--- config.mk ---
export PLATFORM = sky130hd
export DESIGN_NAME = apb_slave_mem
export DESIGN_NICKNAME = d
export VERILOG_FILES = /design/src/rtl/apb_global_pkg.sv /design/src/rtl/apb_slave_mem_array.sv /design/src/rtl/apb_slave_mem.sv
export SDC_FILE = /design/constraint.sdc
export NUM_CORES = 1
export LEC_CHECK = 0
export CAP_MARGIN = 10
export CELL_PAD_IN_SITES_DETAIL_PLACEMENT = 1
export CELL_PAD_IN_SITES_GLOBAL_PLACEMENT = 1
export CORE_UTILIZATION = 45
export DETAILED_ROUTE_END_ITERATION = 8
export MAX_ROUTING_LAYER = met4
export PLACE_DENSITY = 0.71
export SLEW_MARGIN = 5
export SYNTH_ARGS = -nofsm -noshare
export SYNTH_HDL_FRONTEND = slang
export SYNTH_SLANG_ARGS = --single-unit
export TNS_END_PERCENT = 1
--- constraint.sdc ---
create_clock -name pclk -period 23.3 [get_ports pclk]
set_input_delay 4.66 -clock pclk [delete_from_list [all_inputs] [get_ports pclk]]
set_output_delay 4.66 -clock pclk [all_outputs]
set_load 0.02 [all_outputs]
--- src/rtl/apb_global_pkg.sv ---
`default_nettype none
// ============================================================================
//  Module   : apb_global_pkg
//  Purpose  : Shared types and constants for the APB completer memory:
//             FSM state encoding, transfer direction, response kind and the
//             APB pprot encodings, plus a small pprot decode helper.
//  Ports    : none (package)
//  Revision : 1.0 - initial release
// ============================================================================
package apb_global_pkg;

    // Largest value the 4-bit wait_states input can request.
    localparam int MAX_WAIT_STATES = 15;

    typedef enum logic [1:0] {
        ST_IDLE   = 2'd0,
        ST_SETUP  = 2'd1,
        ST_ACCESS = 2'd2
    } apb_slave_state_e;

    typedef enum logic {
        TX_READ  = 1'b0,
        TX_WRITE = 1'b1
    } tx_type_e;

    typedef enum logic {
        SLV_OKAY  = 1'b0,
        SLV_ERROR = 1'b1
    } slave_error_e;

    // pprot[0] = privileged, pprot[1] = nonsecure, pprot[2] = instruction
    typedef enum logic [2:0] {
        PROT_DATA_SEC_NORMAL    = 3'b000,
        PROT_DATA_SEC_PRIV      = 3'b001,
        PROT_DATA_NSEC_NORMAL   = 3'b010,
        PROT_DATA_NSEC_PRIV     = 3'b011,
        PROT_INSTR_SEC_NORMAL   = 3'b100,
        PROT_INSTR_SEC_PRIV     = 3'b101,
        PROT_INSTR_NSEC_NORMAL  = 3'b110,
        PROT_INSTR_NSEC_PRIV    = 3'b111
    } protection_type_e;

    function automatic logic prot_is_nonsecure(input logic [2:0] prot);
        return prot[1];
    endfunction

endpackage
`default_nettype wire

--- src/rtl/apb_slave_mem_array.sv ---
`default_nettype none
// ============================================================================
//  Module   : apb_slave_mem_array
//  Purpose  : Byte-strobed word storage, cleared by reset. Writes are
//             applied on the rising clock edge for every lane whose strobe
//             is set; reads are combinational from the word index.
//  Ports    : clk      - clock
//             rst      - asynchronous active-high reset (zeroes contents)
//             i_we     - write enable
//             i_idx    - word index
//             i_strb   - byte lane strobes
//             i_wdata  - write data
//             o_rdata  - read data of word i_idx
//  Revision : 1.0 - initial release
// ============================================================================
module apb_slave_mem_array #(
    parameter int DATA_WIDTH = 32,
    parameter int DEPTH      = 16,
    parameter int IDX_W      = 4
) (
    input  logic                    clk,
    input  logic                    rst,
    input  logic                    i_we,
    input  logic [IDX_W-1:0]        i_idx,
    input  logic [DATA_WIDTH/8-1:0] i_strb,
    input  logic [DATA_WIDTH-1:0]   i_wdata,
    output logic [DATA_WIDTH-1:0]   o_rdata
);

    localparam int c_lanes = DATA_WIDTH / 8;

    logic [DATA_WIDTH-1:0] w_word [DEPTH];

    generate
        for (genvar gw = 0; gw < DEPTH; gw++) begin : g_word
            logic [DATA_WIDTH-1:0] r_word;
            logic                  w_sel;

            assign w_sel = i_we && (i_idx == IDX_W'(gw));

            always_ff @(posedge clk or posedge rst) begin
                if (rst) begin
                    r_word <= '0;
                end else if (w_sel) begin
                    for (int l = 0; l < c_lanes; l++) begin
                        if (i_strb[l]) begin
                            r_word[l*8 +: 8] <= i_wdata[l*8 +: 8];
                        end
                    end
                end
            end

            assign w_word[gw] = r_word;
        end
    endgenerate

    assign o_rdata = w_word[i_idx];

endmodule
`default_nettype wire

--- src/rtl/apb_slave_mem.sv ---
`default_nettype none
// ============================================================================
//  Module   : apb_slave_mem
//  Purpose  : APB completer in front of a small byte-strobed memory with
//             programmable wait states, address/alignment error response
//             and a sticky protocol-violation monitor.
//  Config   : APB_PPROT_CHECK_EN - when defined, nonsecure (pprot[1]=1)
//             transfers to the upper half of the word range get pslverr.
//  Ports    : pclk, preset (async, active high)
//             psel, penable, pwrite, paddr, pwdata, pstrb, pprot - APB request
//             wait_states   - wait states for the next transfer
//             pready, prdata, pslverr - APB response (zero outside the
//                                       completing cycle)
//             protocol_err  - sticky protocol violation flag
//  Revision : 1.0 - initial release
// ============================================================================
module apb_slave_mem
    import apb_global_pkg::*;
#(
    parameter int          DATA_WIDTH    = 32,
    parameter int          ADDRESS_WIDTH = 32,
    parameter int          MEM_DEPTH     = 16,
    parameter logic [31:0] BASE_ADDR     = 32'h0000_1000
) (
    input  logic                     pclk,
    input  logic                     preset,
    input  logic                     psel,
    input  logic                     penable,
    input  logic                     pwrite,
    input  logic [ADDRESS_WIDTH-1:0] paddr,
    input  logic [DATA_WIDTH-1:0]    pwdata,
    input  logic [DATA_WIDTH/8-1:0]  pstrb,
    input  logic [2:0]               pprot,
    input  logic [3:0]               wait_states,
    output logic                     pready,
    output logic [DATA_WIDTH-1:0]    prdata,
    output logic                     pslverr,
    output logic                     protocol_err
);

    localparam int c_bytes   = DATA_WIDTH / 8;
    localparam int c_idx_w   = (MEM_DEPTH > 1) ? $clog2(MEM_DEPTH) : 1;
    localparam int c_align_w = $clog2(c_bytes);

    // One extra bit so the end-of-window compare cannot wrap.
    localparam logic [ADDRESS_WIDTH:0]   c_base_ext   = (ADDRESS_WIDTH+1)'(BASE_ADDR);
    localparam logic [ADDRESS_WIDTH:0]   c_limit_ext  = c_base_ext + (ADDRESS_WIDTH+1)'(MEM_DEPTH * c_bytes);
    localparam logic [ADDRESS_WIDTH-1:0] c_base       = ADDRESS_WIDTH'(BASE_ADDR);
    localparam logic [ADDRESS_WIDTH-1:0] c_bytes_a    = ADDRESS_WIDTH'(c_bytes);
    localparam logic [ADDRESS_WIDTH-1:0] c_align_mask = ADDRESS_WIDTH'((1 << c_align_w) - 1);

    // ------------------------------------------------------------------
    // Registered state
    // ------------------------------------------------------------------
    apb_slave_state_e          r_state;
    logic [3:0]                r_cnt;
    logic                      r_pready;
    slave_error_e              r_err;
    tx_type_e                  r_tx;
    logic [ADDRESS_WIDTH-1:0]  r_addr;
    logic [c_idx_w-1:0]        r_idx;
    logic [DATA_WIDTH-1:0]     r_wdata;
    logic [DATA_WIDTH/8-1:0]   r_strb;
    logic [2:0]                r_prot;
    logic                      r_proto_err;

    // ------------------------------------------------------------------
    // Address decode on the live request (used while capturing in SETUP)
    // ------------------------------------------------------------------
    logic [ADDRESS_WIDTH:0]    w_addr_ext;
    logic [ADDRESS_WIDTH-1:0]  w_offset;
    logic [c_idx_w-1:0]        w_idx;
    logic                      w_out_of_range;
    logic                      w_misaligned;
    logic                      w_prot_err;
    logic                      w_setup_err;
    logic                      w_capture_mismatch;
    logic                      w_we;
    logic [DATA_WIDTH-1:0]     w_rdata;

    assign w_addr_ext     = {1'b0, paddr};
    assign w_out_of_range = (w_addr_ext < c_base_ext) || (w_addr_ext >= c_limit_ext);
    assign w_misaligned   = |(paddr & c_align_mask);
    assign w_offset       = paddr - c_base;
    // Index is only meaningful when the address is in range; otherwise the
    // transfer is flagged as an error and the index is never used.
    assign w_idx          = c_idx_w'(w_offset / c_bytes_a);

`ifdef APB_PPROT_CHECK_EN
    assign w_prot_err = prot_is_nonsecure(pprot) &&
                        (w_idx >= c_idx_w'(MEM_DEPTH / 2));
`else
    assign w_prot_err = 1'b0;
`endif

    assign w_setup_err = w_out_of_range || w_misaligned || w_prot_err;

    assign w_capture_mismatch = (r_addr  != paddr)  ||
                                ((r_tx == TX_WRITE) != pwrite) ||
                                (r_wdata != pwdata) ||
                                (r_strb  != pstrb)  ||
                                (r_prot  != pprot);

    // ------------------------------------------------------------------
    // FSM: r_pready is pre-computed so that it is high exactly while the
    // state is ACCESS with the wait counter at zero.
    // ------------------------------------------------------------------
    always_ff @(posedge pclk or posedge preset) begin
        if (preset) begin
            r_state     <= ST_IDLE;
            r_cnt       <= 4'd0;
            r_pready    <= 1'b0;
            r_err       <= SLV_OKAY;
            r_tx        <= TX_READ;
            r_addr      <= '0;
            r_idx       <= '0;
            r_wdata     <= '0;
            r_strb      <= '0;
            r_prot      <= 3'b000;
            r_proto_err <= 1'b0;
        end else begin
            case (r_state)
                ST_IDLE: begin
                    r_pready <= 1'b0;
                    if (penable) begin
                        r_proto_err <= 1'b1;
                    end
                    if (psel && !penable) begin
                        r_state <= ST_SETUP;
                    end
                end

                ST_SETUP: begin
                    r_addr   <= paddr;
                    r_idx    <= w_idx;
                    r_tx     <= pwrite ? TX_WRITE : TX_READ;
                    r_wdata  <= pwdata;
                    r_strb   <= pstrb;
                    r_prot   <= pprot;
                    r_err    <= w_setup_err ? SLV_ERROR : SLV_OKAY;
                    r_cnt    <= wait_states;
                    r_pready <= (wait_states == 4'd0);
                    if (!pwrite && (pstrb != '0)) begin
                        r_proto_err <= 1'b1;
                    end
                    r_state <= ST_ACCESS;
                end

                ST_ACCESS: begin
                    if (psel && penable && w_capture_mismatch) begin
                        r_proto_err <= 1'b1;
                    end
                    if (r_pready) begin
                        // Completing cycle; a new setup phase may already
                        // be on the bus.
                        r_pready <= 1'b0;
                        r_state  <= (psel && !penable) ? ST_SETUP : ST_IDLE;
                    end else if (!psel) begin
                        // Abort before completion: nothing is written.
                        r_state <= ST_IDLE;
                    end else begin
                        if (!penable) begin
                            r_proto_err <= 1'b1;
                        end
                        r_cnt    <= r_cnt - 4'd1;
                        r_pready <= (r_cnt == 4'd1);
                    end
                end

                default: begin
                    r_state  <= ST_IDLE;
                    r_pready <= 1'b0;
                end
            endcase
        end
    end

    // ------------------------------------------------------------------
    // Storage
    // ------------------------------------------------------------------
    assign w_we = r_pready && (r_tx == TX_WRITE) && (r_err == SLV_OKAY);

    apb_slave_mem_array #(
        .DATA_WIDTH (DATA_WIDTH),
        .DEPTH      (MEM_DEPTH),
        .IDX_W      (c_idx_w)
    ) u_array (
        .clk     (pclk),
        .rst     (preset),
        .i_we    (w_we),
        .i_idx   (r_idx),
        .i_strb  (r_strb),
        .i_wdata (r_wdata),
        .o_rdata (w_rdata)
    );

    // ------------------------------------------------------------------
    // Response: everything gated by the completing cycle
    // ------------------------------------------------------------------
    assign pready       = r_pready;
    assign pslverr      = r_pready && (r_err == SLV_ERROR);
    assign prdata       = (r_pready && (r_tx == TX_READ) && (r_err == SLV_OKAY)) ? w_rdata : '0;
    assign protocol_err = r_proto_err;

endmodule
`default_nettype wire
==> impl_results.md <==
- Post-route insts no fill: 2656
- GRT met1 Usage: 0.331
- Worst Setup End Kind: primary output
- Leakage: 14.6 nW
- CTS Buf Count: 66
- Critical path fanouts, max: 52
- Max clock buf depth: 3
- Final period utilization: 0.391
- RSZ-0062 raised after global routing: false
- Worst R2R Start: r_addr[2]
- # setup viols final: 0
- Fin nets: 1905
- Xor/xnor share of the synthesized area: 0.0230
- Synth Net Count: 1834
- Async S/R FF share, synth: 1.00
- Most frequent cell after synthesis: dfrtp_1
- Synth Register Bits: 593
- Core area: 60400 um2
- CTS tree: built
- Total gr overflow: 0
- Arrival @ worst endpoint: 4.46 ns
- DR WL/cell: 27.2 um
- Share of layout cells above drive strength 1: 0.460
- Combined area of the multi-input logic cells: 12100 um2
- Max Clock Skew: 0.0240 ns
- Drt total wl: 72400 um
- Synth top area share: 0.540
- Worst-Skew Late Latency: 0.60 ns
- Vias in the first global route: 17.5k
- CTS H-Tree Depth: 3
- Die X: 249 um
- Post_cts resized: 0
- Worst Min Path Start: u_array.g_word[12].r_word[28]
- Hold Vio Cnt, Final: 0
- Most Used Layer, Global Route: met2
- Pwr dens: 92.4 nW/um2
- Largest net degree at the start of global routing: 169
- Io pins: 115
- Simple-gate area share of the yosys netlist: 0.0373
- Placed insts: 2532
- Worst Max-Slew Pin Slew: 1.01 ns
- DRC violations left: 0
- Post-CTS Setup Bufs: 0
- Grt met2 use: 0.398
- Hold-fix buffer count after cts: 0
- Seq/Total Area, Yosys: 0.540
- Flop2flop setup slack: 19.59 ns
- Hpwl dp: 45700 um
- Max Cap Viol: 0
- Top cells by count, synth: dfrtp_1, mux2_2, mux4_2
- Ys Warns: 0
- Max Clk Rate: 0.110 GHz
- Area growth syn-to-layout: 14.1%
- Status: complete, no violations
- Global-route wire length before repair: 113000 um
- Top_reg_cell synth: dfrtp_1
- GRT Total Usage: 0.250
- Area contributors post-synth: dfrtp_1, mux2_2, mux4_2, xnor2_1, mux2_1
- Via count: 15.5k
- GP Congestion: 0.789
- Synth area leader: dfrtp_1
- DRT iter0 DRCs: 1021
- CP required: 18.64 ns
- Mux cell area share after synthesis: 0.371
- Syn Area/Cell: 15.7 um2
- Critical Path Start: r_addr[2]
- Max VDD drop: 0.0695 mV
- Clk sink count: 593
- DRT antenna net count: 0
- Mapped Cells: 1747
- Register area: 14800 um2
- Yosys cell types: 48
- Initial core utilization: 0.455
- Std-Cell Rows: 90
- Root Buffer: clkbuf_16
- Netlist Area Pre-Place: 27500 um2
- Critical path launch point type: register
- Initial antenna violation count: 9
- Worst-path clk slew: 0.06 ns
- Post-synthesis adder-cell area fraction: 0.00319
- Post-synth EDFFs: 0
- Compound-cell area share of the yosys netlist: 0.00551
- HP Class: register to register
- Worst relative slew slack: 0.326
- Main combinational cell family by area after synthesis: multiplexers
- Met3 usage: 0.0468
- Die ar.: 62000 um2
- Tmin final: 9.12 ns
- Vias per cell: 5.85
- Chip height: 249 um
- Drt pass-1 iters: 5
- Filler instances: 5652
- Final Max Slew Viols: 0
- Input/output buffers: 114
- CP Class: register to primary output
- TNS Setup: 0 ns
state kept, by name, indices dropped and copies added, names as in the netlist, 2 cells and up:
name and flops:
r_addr 32, r_cnt 4, r_prot 3, r_state 2, r_strb 4, r_wdata 32, u_array.g_word.r_word 512
through the flow:
step	hold slack (ns)	utilization	setup slack [ns]	instance area (um2)	power, mW
floorplan	0.459	-	2.04	27500	1.72
global placement	0.469	0.484	14.72	29200	1.87
detailed placement	0.478	0.484	14.69	29200	1.90
CTS	0.494	0.519	14.04	31300	2.93
global route	0.509	0.519	13.89	31400	3.03
finish	0.487	0.519	14.18	31400	2.90
power by group:
group	switching (mW)	total (mW)	internal [mW]	leakage [nW]
logic	0.254	0.511	0.257	5.44
registers	0.262	1.36	1.10	8.10
clock network	0.411	1.02	0.614	1.05
total	0.927	2.90	1.97	14.6
critical path, cell delays in order, from the launching register on:
cell and delay (ns):
dfrtp_4 1.06, buf_4 0.90, mux4_2 0.61, mux4_2 0.46, nor2b_1 0.19, clkdlybuf4s50_1 0.58
worst paths after layout:
| path | cells past startpoint | to |
|---|---|---|
| setup / recovery | 5 | prdata[21] |
| hold / removal | 1 | u_array.g_word[12].r_word[28] |
| setup reg to reg | 5 | u_array.g_word[9].r_word[31] |
| hold reg to reg | 1 | u_array.g_word[12].r_word[28] |
| max in group asynchronous | 3 | r_wdata[9] |
| min in group asynchronous | 2 | u_array.g_word[7].r_word[1] |
area by class of cell:
class / count / share of cell area
flip-flops and latches: 593 / 0.474
multi-input cells: 1022 / 0.385
clock buffers: 103 / 0.0629
repair buffers: 126 / 0.0401
well taps: 782 / 0.0312
clock inverters: 13 / 0.00483
inverters: 9 / 0.00132
diodes: 8 / 0.000638
logic make-up after synthesis:
logic type | after synthesis
AND/OR/NAND/NOR | 175
adder cells (fa/ha/maj) | 7
flip-flops | 593
AO/OA/AOI/OAI | 24
multiplexers | 744
buffers and inverters | 132
XOR/XNOR | 72
cells in the final DEF (no fill, tap or decap), drive strengths merged, types with 3 or more instances in the layout:
cell and n:
a21oi 4, a31oi 3, buf 12, bufinv 3, clkbuf 103, clkdlybuf4s50 114, clkinv 7, dfrtp 593
diode 8, ha 7, inv 12, mux2 583, mux4 160, nand2 73, nand2b 4, nand3 3
nand4 14, nor2 16, nor2b 33, nor3 5, nor4 16, o21ai 8, xnor2 46, xor2 26
routing by layer:
metal,vias to the layer above,wire (um)
li1,6612,-
met1,8503,31300
met2,312,36000
met3,113,3250
met4,0,1770
met5,-,0
Power figures use the tool's default switching activity.
